--- config.mk ---
export PLATFORM = sky130hd
export DESIGN_NAME = cache_miss_engine
export DESIGN_NICKNAME = d
export VERILOG_FILES = /design/src/rtl/cache_miss_engine_pkg.sv /design/src/rtl/miss_addr_gen.sv /design/src/rtl/cache_miss_engine.sv
export SDC_FILE = /design/constraint.sdc
export NUM_CORES = 1
export LEC_CHECK = 0
export ABC_AREA = 1
export CAP_MARGIN = 20
export CORE_MARGIN = 2
export CORE_UTILIZATION = 32
export CTS_CLUSTER_SIZE = 10
export DETAILED_ROUTE_END_ITERATION = 8
export GPL_TIMING_DRIVEN = 0
export PLACE_DENSITY = 0.76
export SYNTH_ARGS = -nofsm -noshare
export SYNTH_HDL_FRONTEND = slang
export SYNTH_HIERARCHICAL = 1
export SYNTH_SLANG_ARGS = --single-unit
export TNS_END_PERCENT = 50
--- constraint.sdc ---
create_clock -name clk -period 1.8 [get_ports clk]
set_input_delay 0.27 -clock clk [delete_from_list [all_inputs] [get_ports clk]]
set_output_delay 0.27 -clock clk [all_outputs]
set_load 0.01 [all_outputs]
--- src/rtl/cache_miss_engine_pkg.sv ---
// Shared types and helpers for the cache miss engine and its address generator.
package cache_miss_engine_pkg;

  typedef enum logic [2:0] {
    StIdle,
    StWbReq,
    StFillReq,
    StFillWait,
    StDone
  } miss_engine_state_e;

  // Next word index within a line, wrapping from words-1 back to 0.
  function automatic int unsigned word_index_wrap(int unsigned idx, int unsigned words);
    return (idx + 32'd1 >= words) ? 32'd0 : idx + 32'd1;
  endfunction

endpackage

--- src/rtl/miss_addr_gen.sv ---
// Block/word-index registers for the miss engine; forms the word-aligned request
// address for both the writeback and fill phases.
module miss_addr_gen
  import cache_miss_engine_pkg::*;
#(
  parameter int unsigned XLEN                = 32,
  parameter int unsigned LINE_SIZE           = 32,
  parameter int unsigned CRITICAL_WORD_FIRST = 1,
  localparam int unsigned WORDS              = LINE_SIZE / 4,
  localparam int unsigned OFS                = $clog2(LINE_SIZE),
  localparam int unsigned WSEL               = (WORDS > 1) ? $clog2(WORDS) : 1
) (
  input  logic                clk_i,
  input  logic                reset_ni,
  input  logic                load_i,
  input  logic [XLEN-1:0]     fill_addr_i,
  input  logic [XLEN-OFS-1:0] victim_block_i,
  input  logic                wb_adv_i,
  input  logic                fill_adv_i,
  input  logic                wb_sel_i,
  input  logic                addr_en_i,
  output logic [XLEN-1:0]     addr_o,
  output logic [WSEL-1:0]     wb_idx_o,
  output logic [WSEL-1:0]     fill_idx_o,
  output logic                wb_last_o
);

  logic [XLEN-OFS-1:0] fill_block_q, fill_block_d;
  logic [XLEN-OFS-1:0] victim_block_q, victim_block_d;
  logic [WSEL-1:0]     wb_idx_q, wb_idx_d;
  logic [WSEL-1:0]     fill_idx_q, fill_idx_d;
  logic [WSEL-1:0]     crit;
  logic [XLEN-1:0]     sel_block;
  logic [WSEL-1:0]     sel_idx;

  // Masking with WORDS-1 keeps the index at 0 for single-word lines.
  assign crit = (CRITICAL_WORD_FIRST != 0) ?
                WSEL'((fill_addr_i >> 2) & XLEN'(WORDS - 1)) : '0;

  always_comb begin
    fill_block_d   = fill_block_q;
    victim_block_d = victim_block_q;
    wb_idx_d       = wb_idx_q;
    fill_idx_d     = fill_idx_q;
    if (load_i) begin
      fill_block_d   = (XLEN-OFS)'(fill_addr_i >> OFS);
      victim_block_d = victim_block_i;
      wb_idx_d       = '0;
      fill_idx_d     = crit;
    end else begin
      if (wb_adv_i) begin
        wb_idx_d = WSEL'(word_index_wrap(32'(wb_idx_q), WORDS));
      end
      if (fill_adv_i) begin
        fill_idx_d = WSEL'(word_index_wrap(32'(fill_idx_q), WORDS));
      end
    end
  end

  always_ff @(posedge clk_i) begin
    if (!reset_ni) begin
      fill_block_q   <= '0;
      victim_block_q <= '0;
      wb_idx_q       <= '0;
      fill_idx_q     <= '0;
    end else begin
      fill_block_q   <= fill_block_d;
      victim_block_q <= victim_block_d;
      wb_idx_q       <= wb_idx_d;
      fill_idx_q     <= fill_idx_d;
    end
  end

  assign sel_block = wb_sel_i ? XLEN'(victim_block_q) : XLEN'(fill_block_q);
  assign sel_idx   = wb_sel_i ? wb_idx_q : fill_idx_q;
  assign addr_o    = addr_en_i ? ((sel_block << OFS) | (XLEN'(sel_idx) << 2)) : '0;

  assign wb_idx_o   = wb_idx_q;
  assign fill_idx_o = fill_idx_q;
  assign wb_last_o  = (wb_idx_q == WSEL'(WORDS - 1));

endmodule

--- src/rtl/cache_miss_engine.sv ---
// Cache miss handler: optional dirty-victim writeback, then critical-word-first line fill.
// Define CACHE_MISS_ENGINE_LATENCY_STATS_EN to add miss-latency statistics outputs.
module cache_miss_engine
  import cache_miss_engine_pkg::*;
#(
  parameter int unsigned XLEN                = 32,
  parameter int unsigned LINE_SIZE           = 32,
  parameter int unsigned CRITICAL_WORD_FIRST = 1,
  parameter int unsigned READ_ONLY           = 0,
  localparam int unsigned WORDS              = LINE_SIZE / 4,
  localparam int unsigned OFS                = $clog2(LINE_SIZE),
  localparam int unsigned WSEL               = (WORDS > 1) ? $clog2(WORDS) : 1
) (
  input  logic                clk,
  input  logic                reset_n,
  input  logic                start,
  input  logic [XLEN-1:0]     fill_addr,
  input  logic [XLEN-OFS-1:0] victim_block,
  input  logic                victim_dirty,
  output logic                busy,
  output logic                done,
  output logic                hmem_req_valid,
  input  logic                hmem_req_ready,
  output logic                hmem_req_write,
  output logic [XLEN-1:0]     hmem_req_address,
  output logic [XLEN-1:0]     hmem_req_store_word,
  input  logic                hmem_rsp_valid,
  input  logic [XLEN-1:0]     hmem_rsp_word,
  output logic [WSEL-1:0]     line_rd_index,
  input  logic [XLEN-1:0]     line_rd_word,
  output logic                line_wr_en,
  output logic [WSEL-1:0]     line_wr_index,
  output logic [XLEN-1:0]     line_wr_word,
  output logic                critical_valid,
  output logic [XLEN-1:0]     critical_word,
  output logic                count_writeback
`ifdef CACHE_MISS_ENGINE_LATENCY_STATS_EN
  ,
  output logic [XLEN-1:0]     last_miss_cycles,
  output logic [XLEN-1:0]     max_miss_cycles
`endif
);

  localparam int unsigned BW = $clog2(WORDS + 1);

  if (XLEN != 32) begin : g_bad_xlen
    $error("cache_miss_engine: XLEN must be 32");
  end
  if (LINE_SIZE < 4 || (LINE_SIZE & (LINE_SIZE - 1)) != 0) begin : g_bad_line
    $error("cache_miss_engine: LINE_SIZE must be a power of two of at least 4");
  end

  miss_engine_state_e state_q;
  logic [BW-1:0]      beat_q;

  logic            load, wb_st, fill_req_st, fill_wait_st;
  logic            wb_hs, fill_beat, wb_last;
  logic [WSEL-1:0] wb_idx, fill_idx;

  assign load         = (state_q == StIdle) && start;
  assign wb_st        = (state_q == StWbReq);
  assign fill_req_st  = (state_q == StFillReq);
  assign fill_wait_st = (state_q == StFillWait);
  assign wb_hs        = wb_st && hmem_req_ready;
  assign fill_beat    = fill_wait_st && hmem_rsp_valid;

  always_ff @(posedge clk) begin
    if (!reset_n) begin
      state_q <= StIdle;
      beat_q  <= '0;
    end else begin
      unique case (state_q)
        StIdle: begin
          if (start) begin
            beat_q  <= '0;
            state_q <= (victim_dirty && READ_ONLY == 0) ? StWbReq : StFillReq;
          end
        end
        StWbReq: begin
          if (hmem_req_ready && wb_last) state_q <= StFillReq;
        end
        StFillReq: begin
          if (hmem_req_ready) state_q <= StFillWait;
        end
        StFillWait: begin
          if (hmem_rsp_valid) begin
            beat_q  <= beat_q + 1'b1;
            state_q <= (beat_q == BW'(WORDS - 1)) ? StDone : StFillReq;
          end
        end
        StDone:  state_q <= StIdle;
        default: state_q <= StIdle;
      endcase
    end
  end

  miss_addr_gen #(
    .XLEN                (XLEN),
    .LINE_SIZE           (LINE_SIZE),
    .CRITICAL_WORD_FIRST (CRITICAL_WORD_FIRST)
  ) u_addr_gen (
    .clk_i          (clk),
    .reset_ni       (reset_n),
    .load_i         (load),
    .fill_addr_i    (fill_addr),
    .victim_block_i (victim_block),
    .wb_adv_i       (wb_hs),
    .fill_adv_i     (fill_beat),
    .wb_sel_i       (wb_st),
    .addr_en_i      (hmem_req_valid),
    .addr_o         (hmem_req_address),
    .wb_idx_o       (wb_idx),
    .fill_idx_o     (fill_idx),
    .wb_last_o      (wb_last)
  );

  // Data-carrying outputs are gated so everything reads 0 outside its phase.
  assign busy                = (state_q != StIdle);
  assign done                = (state_q == StDone);
  assign hmem_req_valid      = wb_st || fill_req_st;
  assign hmem_req_write      = (READ_ONLY == 0) && wb_st;
  assign hmem_req_store_word = wb_st ? line_rd_word : '0;
  assign line_rd_index       = wb_st ? wb_idx : '0;
  assign line_wr_en          = fill_beat;
  assign line_wr_index       = fill_beat ? fill_idx : '0;
  assign line_wr_word        = fill_beat ? hmem_rsp_word : '0;
  assign critical_valid      = fill_beat && (beat_q == '0);
  assign critical_word       = critical_valid ? hmem_rsp_word : '0;
  assign count_writeback     = wb_hs && wb_last;

`ifdef CACHE_MISS_ENGINE_LATENCY_STATS_EN
  logic [XLEN-1:0] lat_cnt_q, lat_cnt_d;
  logic [XLEN-1:0] last_q, last_d;
  logic [XLEN-1:0] max_q, max_d;

  always_comb begin
    lat_cnt_d = lat_cnt_q;
    last_d    = last_q;
    max_d     = max_q;
    if (load) begin
      lat_cnt_d = '0;
    end else if (busy && lat_cnt_q != '1) begin
      lat_cnt_d = lat_cnt_q + 1'b1;
    end
    if (done) begin
      last_d = lat_cnt_q;
      if (lat_cnt_q > max_q) max_d = lat_cnt_q;
    end
  end

  always_ff @(posedge clk) begin
    if (!reset_n) begin
      lat_cnt_q <= '0;
      last_q    <= '0;
      max_q     <= '0;
    end else begin
      lat_cnt_q <= lat_cnt_d;
      last_q    <= last_d;
      max_q     <= max_d;
    end
  end

  assign last_miss_cycles = last_q;
  assign max_miss_cycles  = max_q;
`endif

endmodule

==> flow_metrics.tcl <==
set metrics [dict create \
    final_antenna_net_count 0 \
    rsz_0062_raised_after_global_routing "yes" \
    areaGrowthSynthToFinish_pct 86.6 \
    drive_gt1_share_pct 35.5 \
    drtPass1Iterations 5 \
    synthDistinctLibCells 27 \
    cts-root-buf "sky130_fd_sc_hd__clkbuf_16" \
    result_of_the_run "complete, but fails checks" \
    r2r_start "state_q[0]" \
    cts_num_sinks 67 \
    detailroute.via_count 5136 \
    layout_commonest_cell "sky130_fd_sc_hd__nor2_1" \
    worst-r2r-setup-slack_ns 0.01 \
    worstSetupPathType "flop to output port" \
    cts_buffer_depth 2 \
    utilization_of_the_core_after_routing_pct 61.8 \
    globalRouteOverflowTotal 0 \
    path_cells "buf_4 > buf_6 > nand3_4 > nor2_4 > inv_4 > nor2_8 > inv_8 > clkbuf_16 > nor2_2 > buf_2" \
    min_from "beat_q[0]" \
    layout_min_cycle_time_ns 2.08 \
    layout.filler_cells 1143 \
    drt-initial-drc-count 306 \
    fin_ws_ns -0.277 \
    fp.dieArea_mm2 0.0134 \
    synth.top_cells.by_area "sky130_fd_sc_hd__dfxtp_1 33%, sky130_fd_sc_hd__nor2_1 22%, sky130_fd_sc_hd__o21ai_0 11%, sky130_fd_sc_hd__inv_1 8.7%, sky130_fd_sc_hd__nor2_2 6.2%" \
    avgRoutedWirePerCell_um 14.0 \
    cp_slowest_cell "sky130_fd_sc_hd__dfxtp_4" \
    tritoncts "yes" \
    fmax_mhz 481 \
    count_of_max_cap_constraint_violations 0 \
    min_period_over_period_pct 115 \
    grt_antenna_before_repair 0 \
    htree_num_levels 3 \
    cellLeakagePower_uw 0.00385 \
    sequential_cell_area_fraction_in_the_yosys_report_pct 33.4 \
    holdPathEnd "beat_q[0]" \
    dp_cells 1089 \
    clock-skew-final_ns 0.00620 \
    placement.io_buffers 265 \
    post_layout_nonfiller_instances 1137 \
    place_ws_ns -0.846 \
    avgViaCountPerCell 4.52 \
    yosysTopAreaCell "sky130_fd_sc_hd__dfxtp_1" \
    grt_start_max_net_pins 15 \
    syn_area_per_cell_um2 6.12 \
    mappedNetlistArea_mm2 0.00401 \
    clkLatencyLatePin_ns 0.33 \
    synth_cells 655 \
    cts_made_buffers 9 \
    ys_warn_count 6 \
    dieWidth_um 116 \
    finalWeightedCongestion 0.862 \
    worst_ep_arrival_time_ns 1.81 \
    floorplan.initialDensity_pct 33.1 \
    violated_checks "negative setup slack" \
    nNetsFinal 1098 \
    grtUsageTotal_pct 21.4 \
    end_of_the_worst_register_to_register_path "u_addr_gen/victim_block_q[1]" \
    design.core.area_mm2 0.0121 \
    number_of_rows_created_at_floorplan 40 \
    ff_latch_area_mm2 0.00136 \
    category_of_the_worst_setup_path_capture_point "output port" \
    grt_first_pass_wirelength_um 22900 \
    max_vdd_drop_mv 0.704 \
    min_path_cells 1 \
    layout.cells.most_common_list "208 x sky130_fd_sc_hd__nor2_1, 126 x sky130_fd_sc_hd__clkdlybuf4s50_1, 107 x sky130_fd_sc_hd__buf_2" \
    diodes 0 \
    hp-class "flop to flop" \
    report.final.setup_viol 98 \
    timing.reg2reg.worst_path_depth 8 \
    final_hold_violating_endpoints 0 \
    route.detailed.drc 0 \
    worst_setup_path_start_kind "flop" \
    synth_top_cell_area_share_pct 33.4 \
    synth.ff_latch_count 67 \
    grt_pass1_vias 4632 \
    max_slew_violations 0 \
    chipHeight_um 116 \
    fin_total_pwr_uw 9200 \
    totalWireLength_um 15900 \
    critPathMaxStageDelay_ns 0.38 \
    cts.clk_slew.worst_paths_ns 0.06 \
    multi_input_comb_area_mm2 0.00239 \
    required_ns 1.53 \
    worstPathMaxFanout 5 \
    power_density_mw_per_mm2 1230 \
    post-dp-hpwl_um 11400 \
    top_level_ports 270 \
]
[worst max-delay path by stage]
stage / slack (ns) / depth (start not counted) / startpoint / to
global route: -0.35 / 10 / state_q[0] / critical_word[18]
CTS: -0.29 / 11 / state_q[0] / hmem_req_address[29]
global placement: -0.84 / 10 / state_q[1] / hmem_req_address[2]
detailed placement: -0.85 / 10 / state_q[1] / hmem_req_address[2]
floorplan: -0.004 / 9 / state_q[0] / hmem_req_address[4]
finish: -0.28 / 10 / state_q[0] / critical_word[18]
[what timing repair did]
action / in CTS / in global routing
buffers inserted: 11 / 12
pin swaps: 19 / 28
cloned: 5 / 5
gates resized for setup: 523 / 207
setup endpoints to repair: 193 / 192
hold buffers: 0 / 0
[state kept, by name, indices dropped and copies added (netlist names)]
register                   flops
u_addr_gen/fill_idx_o          3
u_addr_gen/victim_block_q     27
state_q                        3
u_addr_gen/fill_block_q       27
u_addr_gen/wb_idx_o            3
beat_q                         4
[cells by family (layout without fill, tap and decap cells)]
| family | Yosys count | in the layout | synth area share, % |
|---|---|---|---|
| AO/OA/AOI/OAI | 96 | 96 | 12.2 |
| other | 1 | 2 | 0.0935 |
| buffers and inverters | 137 | 450 | 15.0 |
| adder cells (fa/ha/maj) | 5 | 5 | 1.56 |
| flip-flops | 67 | 67 | 33.4 |
| AND/OR/NAND/NOR | 347 | 347 | 37.3 |
| XOR/XNOR | 2 | 2 | 0.437 |
[metrics by stage]
step                      area (µm²)  TNS [ns]  hold WS [ns]
final                           7480    -14.77         0.466
after detailed placement        6900    -68.20         0.477
after global routing            7480    -25.52         0.494
after global placement          6900    -68.08         0.473
after floorplan                 4030  -0.00444         0.391
after CTS                       7340    -16.97         0.469
[where the power goes]
group	leakage (µW)	internal [µW]	total, µW	switching, µW
Combinational	0.00315	2390	5250	2860
Sequential	0.000556	1870	2140	263
Clock	0.000145	1100	1810	715
[metal layers]
metal  GRT usage, %  part of all wire (%)  vias up
met3           4.18                   7.5       26
met1           26.9                    42     2286
met4           5.48                   1.5        0
met5              0                     0        -
met2           37.6                    49      218
li1               -                     -     2606
[cell type report]
cell class | count | area share [%]
inverters | 97 | 5.30
well taps | 168 | 2.81
repair inverters | 1 | 0.0836
repair buffers | 296 | 31.9
plain buffers | 40 | 5.75
clock inverters | 7 | 1.10
multi-input cells | 452 | 31.9
flip-flops and latches | 67 | 18.1
clock buffers | 9 | 3.01
[critical path, delay by kind of cell (launching register included)]
kind,cells,cell delay (ns)
buf+inv,6,0.64
simple gates,4,0.45
flops,1,0.38
[synth_stat cells]
library cell,n
sky130_fd_sc_hd__inv_1,93
sky130_fd_sc_hd__o21ai_0,86
sky130_fd_sc_hd__o21ai_1,2
sky130_fd_sc_hd__a21oi_1,7
sky130_fd_sc_hd__nor2_2,40
sky130_fd_sc_hd__nor2_8,1
sky130_fd_sc_hd__buf_2,13
sky130_fd_sc_hd__conb_1,1
sky130_fd_sc_hd__xnor2_1,2
sky130_fd_sc_hd__nand2_2,1
sky130_fd_sc_hd__inv_2,2
sky130_fd_sc_hd__buf_6,8
sky130_fd_sc_hd__nor3_1,15
sky130_fd_sc_hd__inv_4,2
sky130_fd_sc_hd__clkbuf_1,17
sky130_fd_sc_hd__a211oi_2,1
sky130_fd_sc_hd__nand3_2,1
sky130_fd_sc_hd__buf_4,2
sky130_fd_sc_hd__nand3b_1,1
sky130_fd_sc_hd__nand4_1,1
sky130_fd_sc_hd__dfxtp_1,67
sky130_fd_sc_hd__ha_1,5
sky130_fd_sc_hd__and3_1,1
sky130_fd_sc_hd__nand2_1,35
sky130_fd_sc_hd__nor2_4,3
sky130_fd_sc_hd__nor2_1,235
sky130_fd_sc_hd__nand3_1,13
Power figures use the tool's default switching activity.
